<file path="config.mk">
export PLATFORM = sky130hd
export DESIGN_NAME = mult_div_unit
export DESIGN_NICKNAME = d
export VERILOG_FILES = /design/src/rtl/mult_div_pkg.sv /design/src/rtl/mdu_div_step.sv /design/src/rtl/mult_div_unit.sv
export SDC_FILE = /design/constraint.sdc
export NUM_CORES = 1
export LEC_CHECK = 0
export ABC_AREA = 0
export BUFFER_PORTS_ARGS = -buffer_cell sky130_fd_sc_hd__buf_4
export CAP_MARGIN = 20
export CORE_ASPECT_RATIO = 1.4
export CORE_MARGIN = 5
export CORE_UTILIZATION = 40
export DETAILED_ROUTE_END_ITERATION = 7
export PLACE_DENSITY_LB_ADDON = 0.08
export SLEW_MARGIN = 10
export SYNTH_ARGS = -nofsm -noshare
export SYNTH_HDL_FRONTEND = slang
export SYNTH_SLANG_ARGS = --single-unit
export TNS_END_PERCENT = 50
</file>
<file path="constraint.sdc">
create_clock -name clock -period 4.41 [get_ports clock]
set_input_delay 0.6615 -clock clock [delete_from_list [all_inputs] [get_ports clock]]
set_output_delay 0.6615 -clock clock [all_outputs]
set_load 0.02 [all_outputs]
</file>
<file path="src/rtl/mult_div_pkg.sv">
// Shared definitions for the multiply/divide unit: op encodings, FSM states
// and the default operand width.
package mult_div_pkg;

  localparam int MDU_WIDTH = 32;

  typedef enum logic [1:0] {
    MDU_MULT  = 2'b00,
    MDU_DIV   = 2'b01,
    MDU_MULTU = 2'b10,
    MDU_DIVU  = 2'b11
  } mdu_op_e;

  typedef enum logic [1:0] {
    ST_IDLE = 2'd0,
    ST_RUN  = 2'd1,
    ST_FIX  = 2'd2
  } mdu_state_e;

endpackage

</file>
<file path="src/rtl/mdu_div_step.sv">
// One combinational restoring-division step on unsigned magnitudes.
// The dividend is shifted out of the quotient register into the partial
// remainder one bit per step; the new quotient bit is shifted in at the LSB.
module mdu_div_step
  import mult_div_pkg::*;
#(
  parameter int WIDTH = MDU_WIDTH
) (
  input  logic [WIDTH-1:0] i_rem,
  input  logic [WIDTH-1:0] i_quo,
  input  logic [WIDTH-1:0] i_divisor,
  output logic [WIDTH-1:0] o_rem,
  output logic [WIDTH-1:0] o_quo,
  output logic             o_negative
);

  logic [WIDTH:0] w_shifted;
  logic [WIDTH:0] w_trial;

  // Trial subtract; restore the shifted remainder when it goes negative
  always_comb begin
    w_shifted  = {i_rem, i_quo[WIDTH-1]};
    w_trial    = w_shifted - {1'b0, i_divisor};
    o_negative = w_trial[WIDTH];
    if (o_negative) begin
      o_rem = w_shifted[WIDTH-1:0];
      o_quo = {i_quo[WIDTH-2:0], 1'b0};
    end else begin
      o_rem = w_trial[WIDTH-1:0];
      o_quo = {i_quo[WIDTH-2:0], 1'b1};
    end
  end

endmodule

</file>
<file path="src/rtl/mult_div_unit.sv">
// Iterative multiply/divide unit owning the HI/LO registers.
// Signed multiply is radix-2 Booth; divide is restoring on magnitudes with a
// final sign fix. Latency is WIDTH+1 edges from an accepted start.
// Optional feature macro: MDU_UNSIGNED_EN enables MULTU/DIVU on op 10/11;
// without it op[1] is ignored and both ops run signed.
module mult_div_unit
  import mult_div_pkg::*;
#(
  parameter  int WIDTH = MDU_WIDTH,
  localparam int CNT_W = $clog2(WIDTH) + 1
) (
  input  logic             clock,
  input  logic             reset,
  input  logic             start,
  input  logic [1:0]       op,
  input  logic [WIDTH-1:0] a,
  input  logic [WIDTH-1:0] b,
  output logic             busy,
  output logic             done,
  output logic             div_zero,
  output logic [WIDTH-1:0] hi,
  output logic [WIDTH-1:0] lo
);

  mdu_state_e       r_state;
  mdu_state_e       w_nextState;
  logic [CNT_W-1:0] r_count;
  logic [WIDTH:0]   r_acc;
  logic [WIDTH:0]   r_mcand;
  logic [WIDTH-1:0] r_q;
  logic [WIDTH-1:0] r_divisor;
  logic             r_qPrev;
  logic             r_isDiv;
  logic             r_divByZero;
  logic             r_aSign;
  logic             r_bSign;
  logic             r_multFix;
  logic             r_done;
  logic             r_divZero;
  logic [WIDTH-1:0] r_hi;
  logic [WIDTH-1:0] r_lo;

  mdu_op_e            w_op;
  logic               w_isDiv;
  logic               w_isSigned;
  logic               w_bZero;
  logic [WIDTH-1:0]   w_aMag;
  logic [WIDTH-1:0]   w_bMag;
  logic [WIDTH:0]     w_boothSum;
  logic [WIDTH-1:0]   w_divRem;
  logic [WIDTH-1:0]   w_divQuo;
  logic               w_unusedTrialSign;
  logic [2*WIDTH-1:0] w_multCorr;
  logic [2*WIDTH-1:0] w_product;
  logic [WIDTH-1:0]   w_quoFix;
  logic [WIDTH-1:0]   w_remFix;

  assign done     = r_done;
  assign div_zero = r_divZero;
  assign hi       = r_hi;
  assign lo       = r_lo;

  // Decode the requested op and form operand magnitudes for division
  always_comb begin
    w_op       = mdu_op_e'(op);
    w_isDiv    = 1'b0;
    w_isSigned = 1'b1;
    case (w_op)
      MDU_DIV, MDU_DIVU: w_isDiv = 1'b1;
      default:           w_isDiv = 1'b0;
    endcase
`ifdef MDU_UNSIGNED_EN
    w_isSigned = (w_op == MDU_MULT) || (w_op == MDU_DIV);
`endif
    w_bZero = (b == '0);
    w_aMag  = (w_isSigned && a[WIDTH-1]) ? -a : a;
    w_bMag  = (w_isSigned && b[WIDTH-1]) ? -b : b;
  end

  // Booth recoding of the current multiplier bit pair
  always_comb begin
    case ({r_q[0], r_qPrev})
      2'b01:   w_boothSum = r_acc + r_mcand;
      2'b10:   w_boothSum = r_acc - r_mcand;
      default: w_boothSum = r_acc;
    endcase
  end

  mdu_div_step #(
    .WIDTH(WIDTH)
  ) u_divStep (
    .i_rem     (r_acc[WIDTH-1:0]),
    .i_quo     (r_q),
    .i_divisor (r_divisor),
    .o_rem     (w_divRem),
    .o_quo     (w_divQuo),
    .o_negative(w_unusedTrialSign)
  );

  // Final results: Booth reads the multiplier as signed, so an unsigned
  // multiplier with its top bit set needs a*2^WIDTH added back
  always_comb begin
    w_multCorr = r_multFix ? {r_mcand[WIDTH-1:0], {WIDTH{1'b0}}} : '0;
    w_product  = {r_acc[WIDTH-1:0], r_q} + w_multCorr;
    w_quoFix   = (r_aSign ^ r_bSign) ? -r_q : r_q;
    w_remFix   = r_aSign ? -r_acc[WIDTH-1:0] : r_acc[WIDTH-1:0];
  end

  // FSM state register
  always_ff @(posedge clock or negedge reset) begin
    if (!reset) r_state <= ST_IDLE;
    else        r_state <= w_nextState;
  end

  // FSM next state and busy; divide by zero jumps straight to FIX
  always_comb begin
    w_nextState = r_state;
    busy        = 1'b0;
    case (r_state)
      ST_IDLE: begin
        if (start) w_nextState = (w_isDiv && w_bZero) ? ST_FIX : ST_RUN;
      end
      ST_RUN: begin
        busy = 1'b1;
        if (r_count == CNT_W'(1)) w_nextState = ST_FIX;
      end
      ST_FIX: begin
        busy        = 1'b1;
        w_nextState = ST_IDLE;
      end
      default: w_nextState = ST_IDLE;
    endcase
  end

  // Datapath: latch operands, iterate one step per RUN edge, commit in FIX
  always_ff @(posedge clock or negedge reset) begin
    if (!reset) begin
      r_count     <= '0;
      r_acc       <= '0;
      r_mcand     <= '0;
      r_q         <= '0;
      r_divisor   <= '0;
      r_qPrev     <= 1'b0;
      r_isDiv     <= 1'b0;
      r_divByZero <= 1'b0;
      r_aSign     <= 1'b0;
      r_bSign     <= 1'b0;
      r_multFix   <= 1'b0;
      r_done      <= 1'b0;
      r_divZero   <= 1'b0;
      r_hi        <= '0;
      r_lo        <= '0;
    end else begin
      r_done <= 1'b0;
      case (r_state)
        ST_IDLE: begin
          if (start) begin
            r_count     <= CNT_W'(WIDTH);
            r_acc       <= '0;
            r_qPrev     <= 1'b0;
            r_q         <= w_isDiv ? w_aMag : b;
            r_mcand     <= w_isSigned ? {a[WIDTH-1], a} : {1'b0, a};
            r_divisor   <= w_bMag;
            r_isDiv     <= w_isDiv;
            r_divByZero <= w_isDiv && w_bZero;
            r_aSign     <= w_isSigned && a[WIDTH-1];
            r_bSign     <= w_isSigned && b[WIDTH-1];
            r_multFix   <= !w_isSigned && b[WIDTH-1];
            r_divZero   <= 1'b0;
          end
        end
        ST_RUN: begin
          r_count <= r_count - 1'b1;
          if (r_isDiv) begin
            r_acc <= {1'b0, w_divRem};
            r_q   <= w_divQuo;
          end else begin
            r_acc   <= {w_boothSum[WIDTH], w_boothSum[WIDTH:1]};
            r_q     <= {w_boothSum[0], r_q[WIDTH-1:1]};
            r_qPrev <= r_q[0];
          end
        end
        ST_FIX: begin
          r_done <= 1'b1;
          if (r_divByZero) begin
            r_divZero <= 1'b1;
          end else if (r_isDiv) begin
            r_hi <= w_remFix;
            r_lo <= w_quoFix;
          end else begin
            r_hi <= w_product[2*WIDTH-1:WIDTH];
            r_lo <= w_product[WIDTH-1:0];
          end
        end
        default: ;
      endcase
    end
  end

endmodule

</file>
==> flow_summary_export.csv, run 1 <==
group,metric,value,unit
status,status,"finished clean",
pwr,leakage,8.65,nW
setup_path,start_kind,"register",
clocking,numCtsBuffers,26,
cells_and_area,drive_gt1_share,14.9,%
yosys,synth.top_cells.by_count,"339 x nand2_1, 232 x o21ai_0, 207 x dfrtp_1, 151 x a21oi_1, 149 x nor2_1",
yosys,synth.distinct_cells,83,
place,dpl_cell_area,0.0181,mm2
place,io_buffers,134,
grt,overflow,0,
timing,slew_violations,0,
clocking,htree_levels,1,
yosys,synth_top_cell_by_area,"dfrtp_1",
clocking,cts_sinks,207,
yosys,yosysMostFrequentCell,"nand2_1",
clocking,clk_pin_slew,60,ps
timing,fin_crit,4240,ps
timing,period_share,96.1,%
clocking,cts_tree,"yes",
grt,grt_max_degree,108,
detailed_routing,vias,14800,
cells_and_area,area_delta_synth_final,18.7,%
yosys,ys_seq_area_share,32.2,%
run,drv_cap,0,
setup_path,reg2reg_depth,17,
timing,relSlewSlack,35.9,%
setup_path,r2r_slack,170,ps
floorplan,std_cell_rows,87,
floorplan,die_h,247,um
timing,rsz0062_at_grt,"true",
setup_path,cp_max_fo,3,
yosys,synth_top_cell_area_share,32.2,%
setup_path,worstSetupEndpointType,"register",
yosys,ys_warn_count,0,
yosys,synth_top_flop_cell,"dfrtp_1",
detailed_routing,drt_wl_total,50600,um
detailed_routing,via_per_inst,5.41,
setup_path,worstPathArrival,4720,ps
detailed_routing,drc,0,
detailed_routing,wl_per_cell,18.5,um
floorplan,dieArea,0.0444,mm2
cells_and_area,fill_cells,4056,
setup_path,critical_path_class,"register to register",
yosys,synth_edf_count,0,
yosys,post_synth.cell_area_avg,7.92,um2
floorplan,start_util,40.1,%
clocking,insertion_delay,550,ps
pwr,irDropWorstVdd,0.000412,V
yosys,syn-cell-area,0.0161,mm2
grt,grt_pass1_wl,81200,um
timing,max_freq,236,MHz
detailed_routing,antenna_left,0,
yosys,syn-num-nets,2175,
yosys,synthArstFlopShare,100,%
floorplan,die_x,179,um
timing,worst_pin_slew,961,ps
grt,grt_antenna_before_repair,0,
timing,finalSetupViolations,0,
detailed_routing,drt_first_pass_iters,5,
setup_path,r2r-end,"r_acc[32]",
floorplan,core_area,0.0401,mm2
grt,grt_pass1_vias,15000,
min_path,hold_class,"input port to async pin",
floorplan,num_io_pins,136,
grt,grt_usage,22.3,%
timing,hold_viol_final,0,
clocking,cts-root-buf,"clkbuf_16",
place,routabilityCongestion,0.941,
detailed_routing,drt-initial-drc-count,806,
yosys,synth_area_leaders,"dfrtp_1 32%, nand2_1 7.9%, o21ai_0 7.2%",
clocking,clockBufferDepth,3,
cells_and_area,seq_area,0.00518,mm2
pwr,power_density,849,mW/mm2
yosys,syn-instance-count,2029,
place,dp_hpwl,38600,um
cells_and_area,stdcell_area,0.0191,mm2
setup_path,worstReg2RegStart,"r_mcand[11]",
cells_and_area,diodes,0,
cells_and_area,multi_input_area,0.0103,mm2
yosys,synth-seq-cells,207,
timing,fin_skew,17.4,ps
cells_and_area,layout.nets,2324,
setup_path,required,4890,ps
pwr,power,16.2,mW
flip-flops by register name, summed over array words and instances (netlist names):
signal / count
r_acc: 33
hi: 32
lo: 32
r_divisor: 32
r_mcand: 32
r_q: 32
r_count: 6
r_state: 2
div_zero: 1
done: 1
r_bSign: 1
r_divByZero: 1
r_isDiv: 1
r_qPrev: 1
cell type report:
cell class / count / share of cell area, %
multi-input combinational: 1634 / 53.9
tap: 534 / 3.50
clock inverter: 10 / 0.819
inverter: 76 / 1.49
clock buffer: 35 / 3.70
sequential: 207 / 27.1
timing repair buffer: 233 / 9.44
worst max path at each step:
| stage | endpoint | cells after the start | startpoint | slack, ps |
|---|---|---|---|---|
| floorplan | r_acc[32] | 17 | r_mcand[10] | 120 |
| global placement | r_acc[30] | 20 | r_mcand[12] | 10 |
| global route | r_acc[32] | 17 | r_mcand[11] | -80 |
| detailed placement | r_acc[32] | 17 | r_mcand[12] | -30 |
| CTS | r_acc[32] | 17 | r_mcand[12] | 30 |
| finish | r_acc[32] | 17 | r_mcand[11] | 170 |
kinds of logic after synthesis:
kind of cell / Yosys count / share of synthesized area [%]
DFF: 207 / 32.2
adders and majority gates: 77 / 6.09
muxes: 62 / 3.97
buffers and inverters: 188 / 4.62
xor gates and xnor gates: 203 / 11.1
and+or+nand+nor: 689 / 19.3
AOI/OAI and AO/OA: 603 / 22.7
power breakdown:
| group | switching (mW) | internal (mW) |
|---|---|---|
| clock | 0.874 | 1.35 |
| sequential | 0.830 | 2.71 |
| combinational | 6.06 | 4.39 |
| total | 7.76 | 8.45 |
repair_timing:
item,4_1_cts,5_1_grt
resized for setup,1,26
pin swaps,0,13
hold buffers,0,0
setup buffers,0,3
setup endpoints to repair,4,9
per-stage QoR:
step	util (%)	TNS, ps	hold slack [ps]	setup WS [ps]	cells
5_1_grt	47.7	-159	250	-76.6	2729
6_report	47.7	0	181	173	2729
3_5_place_dp	45.1	-48.1	472	-27.0	2681
2_1_floorplan	-	0	366	121	2029
3_3_place_gp	45.1	0	463	11.5	2681
4_1_cts	47.3	0	199	28.0	2726
layout by cell type (no fill, tap or decap), types with 5 or more instances in the layout:
| cell type | n |
|---|---|
| nor2_1 | 147 |
| or4_1 | 12 |
| nor3b_1 | 8 |
| inv_1 | 74 |
| a31oi_1 | 10 |
| xnor2_1 | 95 |
| mux2i_1 | 48 |
| dfrtp_1 | 206 |
| a21boi_0 | 6 |
| mux2_2 | 14 |
| buf_4 | 227 |
| and3_1 | 8 |
| a211oi_1 | 13 |
| o21a_1 | 12 |
| nand4_1 | 10 |
| o31ai_1 | 36 |
| a21oi_1 | 148 |
| a221o_1 | 5 |
| a22oi_1 | 8 |
| o211ai_1 | 15 |
| nor3_1 | 42 |
| a21o_1 | 31 |
| o21bai_1 | 8 |
| o22ai_1 | 9 |
| o21ai_1 | 7 |
| nand3_1 | 30 |
| nand2_1 | 337 |
| xor2_1 | 106 |
| nor4_1 | 14 |
| nor2b_1 | 5 |
| or3_1 | 12 |
| o41ai_1 | 9 |
| nand2b_1 | 17 |
| o21ai_0 | 229 |
| and2_1 | 6 |
| ha_1 | 75 |
| clkbuf_1 | 8 |
| clkbuf_16 | 27 |
per-layer routing:
metal	wire [um]	part of all wire (%)	up-vias	global-route usage [%]
met5	0	0	-	0
met4	1660	3.3	0	7.40
li1	-	-	7470	-
met3	2200	4.4	82	2.85
met1	21900	43	6869	27.6
met2	24900	49	341	40.2
worst max-delay path, cell delays in order (launching register included):
cell and delay, ps:
dfrtp_1 380, or4_4 560, nor4_4 300, and3b_2 280, nand2_4 70, nor2_4 160, a21oi_2 70, xnor2_1 130
ha_1 310, nand4_1 150, or4_1 540, o221ai_2 190, buf_6 150, o2111ai_4 130, a211o_1 330, a21o_1 170
a21oi_2 140, a21o_1 100
Note: power is estimated with default switching activity, not from simulation.
==> run 2, diff against run 1 <==
--- a/config.mk
+++ b/config.mk
@@ -10,7 +10,7 @@
 export CAP_MARGIN = 20
 export CORE_ASPECT_RATIO = 1.4
 export CORE_MARGIN = 5
-export CORE_UTILIZATION = 40
+export CORE_UTILIZATION = 45
 export DETAILED_ROUTE_END_ITERATION = 7
 export PLACE_DENSITY_LB_ADDON = 0.08
 export SLEW_MARGIN = 10
==> run 2 against run 1 <==
Against the previous run:
- final cell count down 3.1%
- clock power down 5%
- non-clock buffer count down 12
- flip-flop and latch count unchanged
- critical path depth down 2
- power down 2.0%
- die area down 11%
- register-to-register slack better by 110 ps
- setup slack better by 110 ps
- sequential power about the same
- critical endpoint is now r_acc[0]
==> flow_summary_export.csv, run 2 (synthesis results as in run 1) <==
group,metric,value,unit
timing,fin_skew,19.0,ps
timing,rsz0062_at_grt,"false",
detailed_routing,drc,0,
clocking,cts_sinks,207,
cells_and_area,fill_cells,3507,
pwr,combPwrFrac,64.3,%
grt,grt_pass1_wl,79000,um
detailed_routing,drt_wl_total,49600,um
detailed_routing,vias,14800,
setup_path,cp_max_fo,18,
timing,relSlewSlack,35.8,%
cells_and_area,largest_register_ffs,33,
run,drv_cap,0,
cells_and_area,drive_gt1_share,13.9,%
grt,grt_pass1_vias,14800,
timing,slew_violations,0,
setup_path,critical_path_class,"register to register",
grt,overflow,0,
setup_path,cp_common_cell,"inv_1",
timing,finalSetupViolations,0,
clocking,cts-root-buf,"clkbuf_16",
pwr,seq_power_share,22.5,%
floorplan,start_util,45.2,%
setup_path,start_kind,"register",
grt,grt_max_degree,129,
pwr,pwr-share-clk,13.3,%
clocking,insertion_delay,540,ps
setup_path,worstPathArrival,4570,ps
setup_path,slowest_delay,460,ps
clocking,cts_tree,"yes",
setup_path,path_cells,"inv_1 > ha_1 > inv_1 > fa_1 > a21oi_1 > o22a_1 > a22oi_1 > a31oi_1 > buf_4 > o21a_1 > o21ai_1 > xor2_2 > buf_12 > mux2_2 > o21ai_0",
clocking,hold_buffers,0,
timing,worst_pin_slew,963,ps
cells_and_area,final_cell_mix,"338 x nand2_1, 232 x o21ai_0, 217 x buf_4",
timing,fin_ws,283,ps
pwr,leakage,8.55,nW
place,dp_hpwl,37800,um
grt,grt_antenna_before_repair,1,
floorplan,die_h,234,um
detailed_routing,drt-initial-drc-count,843,
timing,hold_viol_final,0,
clocking,clk_pin_slew,60,ps
timing,fin_crit,4130,ps
floorplan,num_io_pins,136,
detailed_routing,antenna_left,0,
cells_and_area,layout.nets,2310,
clocking,clockBufferDepth,3,
detailed_routing,wl_per_cell,18.7,um
grt,grt_usage,24.7,%
clocking,htree_levels,1,
place,place_inst,2599,
pwr,irDropWorstVdd,0.000466,V
timing,period_share,93.6,%
clocking,numCtsBuffers,24,
cells_and_area,area_delta_synth_final,16.9,%
setup_path,path_buf_inv,4,
place,place_ws,-10.5,ps
pwr,power_density,846,mW/mm2
timing,worst_hold_slack,232,ps
floorplan,dieArea,0.0397,mm2
detailed_routing,via_per_inst,5.59,
detailed_routing,drt_first_pass_iters,6,
place,io_buffers,134,
cells_and_area,final_common_cell,"nand2_1",
cells_and_area,stdcell_area,0.0188,mm2
status,status,"finished clean",
setup_path,cpLargestDelayFamily,"compound AO/OA/AOI/OAI gates",
place,routabilityCongestion,0.891,
pwr,swShare,47.8,%
pwr,intPower,8.29,mW
place,dpl_cell_area,0.0179,mm2
min_path,hold_class,"input port to async pin",
floorplan,die_x,170,um
cells_and_area,instances_no_fill,2644,
timing,max_freq,242,MHz
setup_path,cp_slowest_cell,"o21ai_1",
pwr,p_sw,7.60,mW
cells_and_area,max_flop_register,"r_acc",
floorplan,std_cell_rows,82,
setup_path,required,4850,ps
floorplan,core_area,0.0356,mm2
setup_path,worstSetupEndpointType,"register",
-- run 2: changes by cell type in the layout (fill, tap and decap cells not counted), sizes merged --
cell      delta
clkinv       -3
diode        +1
clkbuf       +3
clkinvlp     -1
bufinv       -1
buf         -12
-- run 2: area by class of cell --
cell class / count / area [um2] / area share [%]
clock buffers: 38 / 714 / 3.80
well taps: 462 / 578 / 3.08
inverters: 76 / 285 / 1.52
multi-input cells: 1634 / 10200 / 54.4
clock inverters: 5 / 100 / 0.533
diodes: 1 / 2.50 / 0.0133
flip-flops and latches: 207 / 5180 / 27.6
repair buffers: 221 / 1710 / 9.11
-- run 2: what timing repair did --
item | CTS | global route
buffers inserted | 0 | 0
hold endpoints to repair | 0 | 0
pin swaps | 0 | 2
setup endpoints to repair | 2 | 7
resized for setup | 1 | 8
-- run 2: power by group through the flow --
stage	combinational (mW)	clock, mW	sequential, mW
after floorplan	6.99	0	3.60
after global routing	11.4	2.24	3.70
after detailed placement	10.1	0	3.58
after global placement	10.0	0	3.56
after CTS	10.2	2.17	3.56
final	10.2	2.11	3.57
-- run 2: worst paths after layout --
kind / from / end / slack, ps / depth (start not counted)
hold reg to reg: hi[10] / hi[10] / 480 / 2
setup reg to reg: r_q[31] / r_acc[0] / 280 / 15
min in group clock: a[30] / r_mcand[30] / 350 / 3
setup / recovery: r_q[31] / r_acc[0] / 280 / 15
max in group asynchronous: reset / lo[17] / 3130 / 2
hold / removal: reset / hi[1] / 230 / 1
-- run 2: metal layers --
metal / vias to the layer above / GRT usage (%) / share of wire [%]
met2: 328 / 43.1 / 49
met1: 6923 / 30.3 / 42
li1: 7443 / - / -
met4: 0 / 9.56 / 4.1
met3: 90 / 3.89 / 5.0
met5: - / 0 / 0
-- run 2: stage by stage --
step           utilization, %  power, mW  TNS (ps)
3_3_place_gp             50.3       13.6         0
3_5_place_dp             50.3       13.7     -19.0
2_1_floorplan               -       10.6         0
5_1_grt                  52.8       17.3         0
4_1_cts                  52.6       15.9         0
6_report                 52.8       15.9         0
-- run 2: worst reg2reg max path: cells and delay by family (launching register included) --
family,cells,cell delay (ps)
buf+inv,4,720
xor+xnor,1,300
fa+ha+maj,2,560
compound gates,7,1700
mux,1,380
flops,1,380
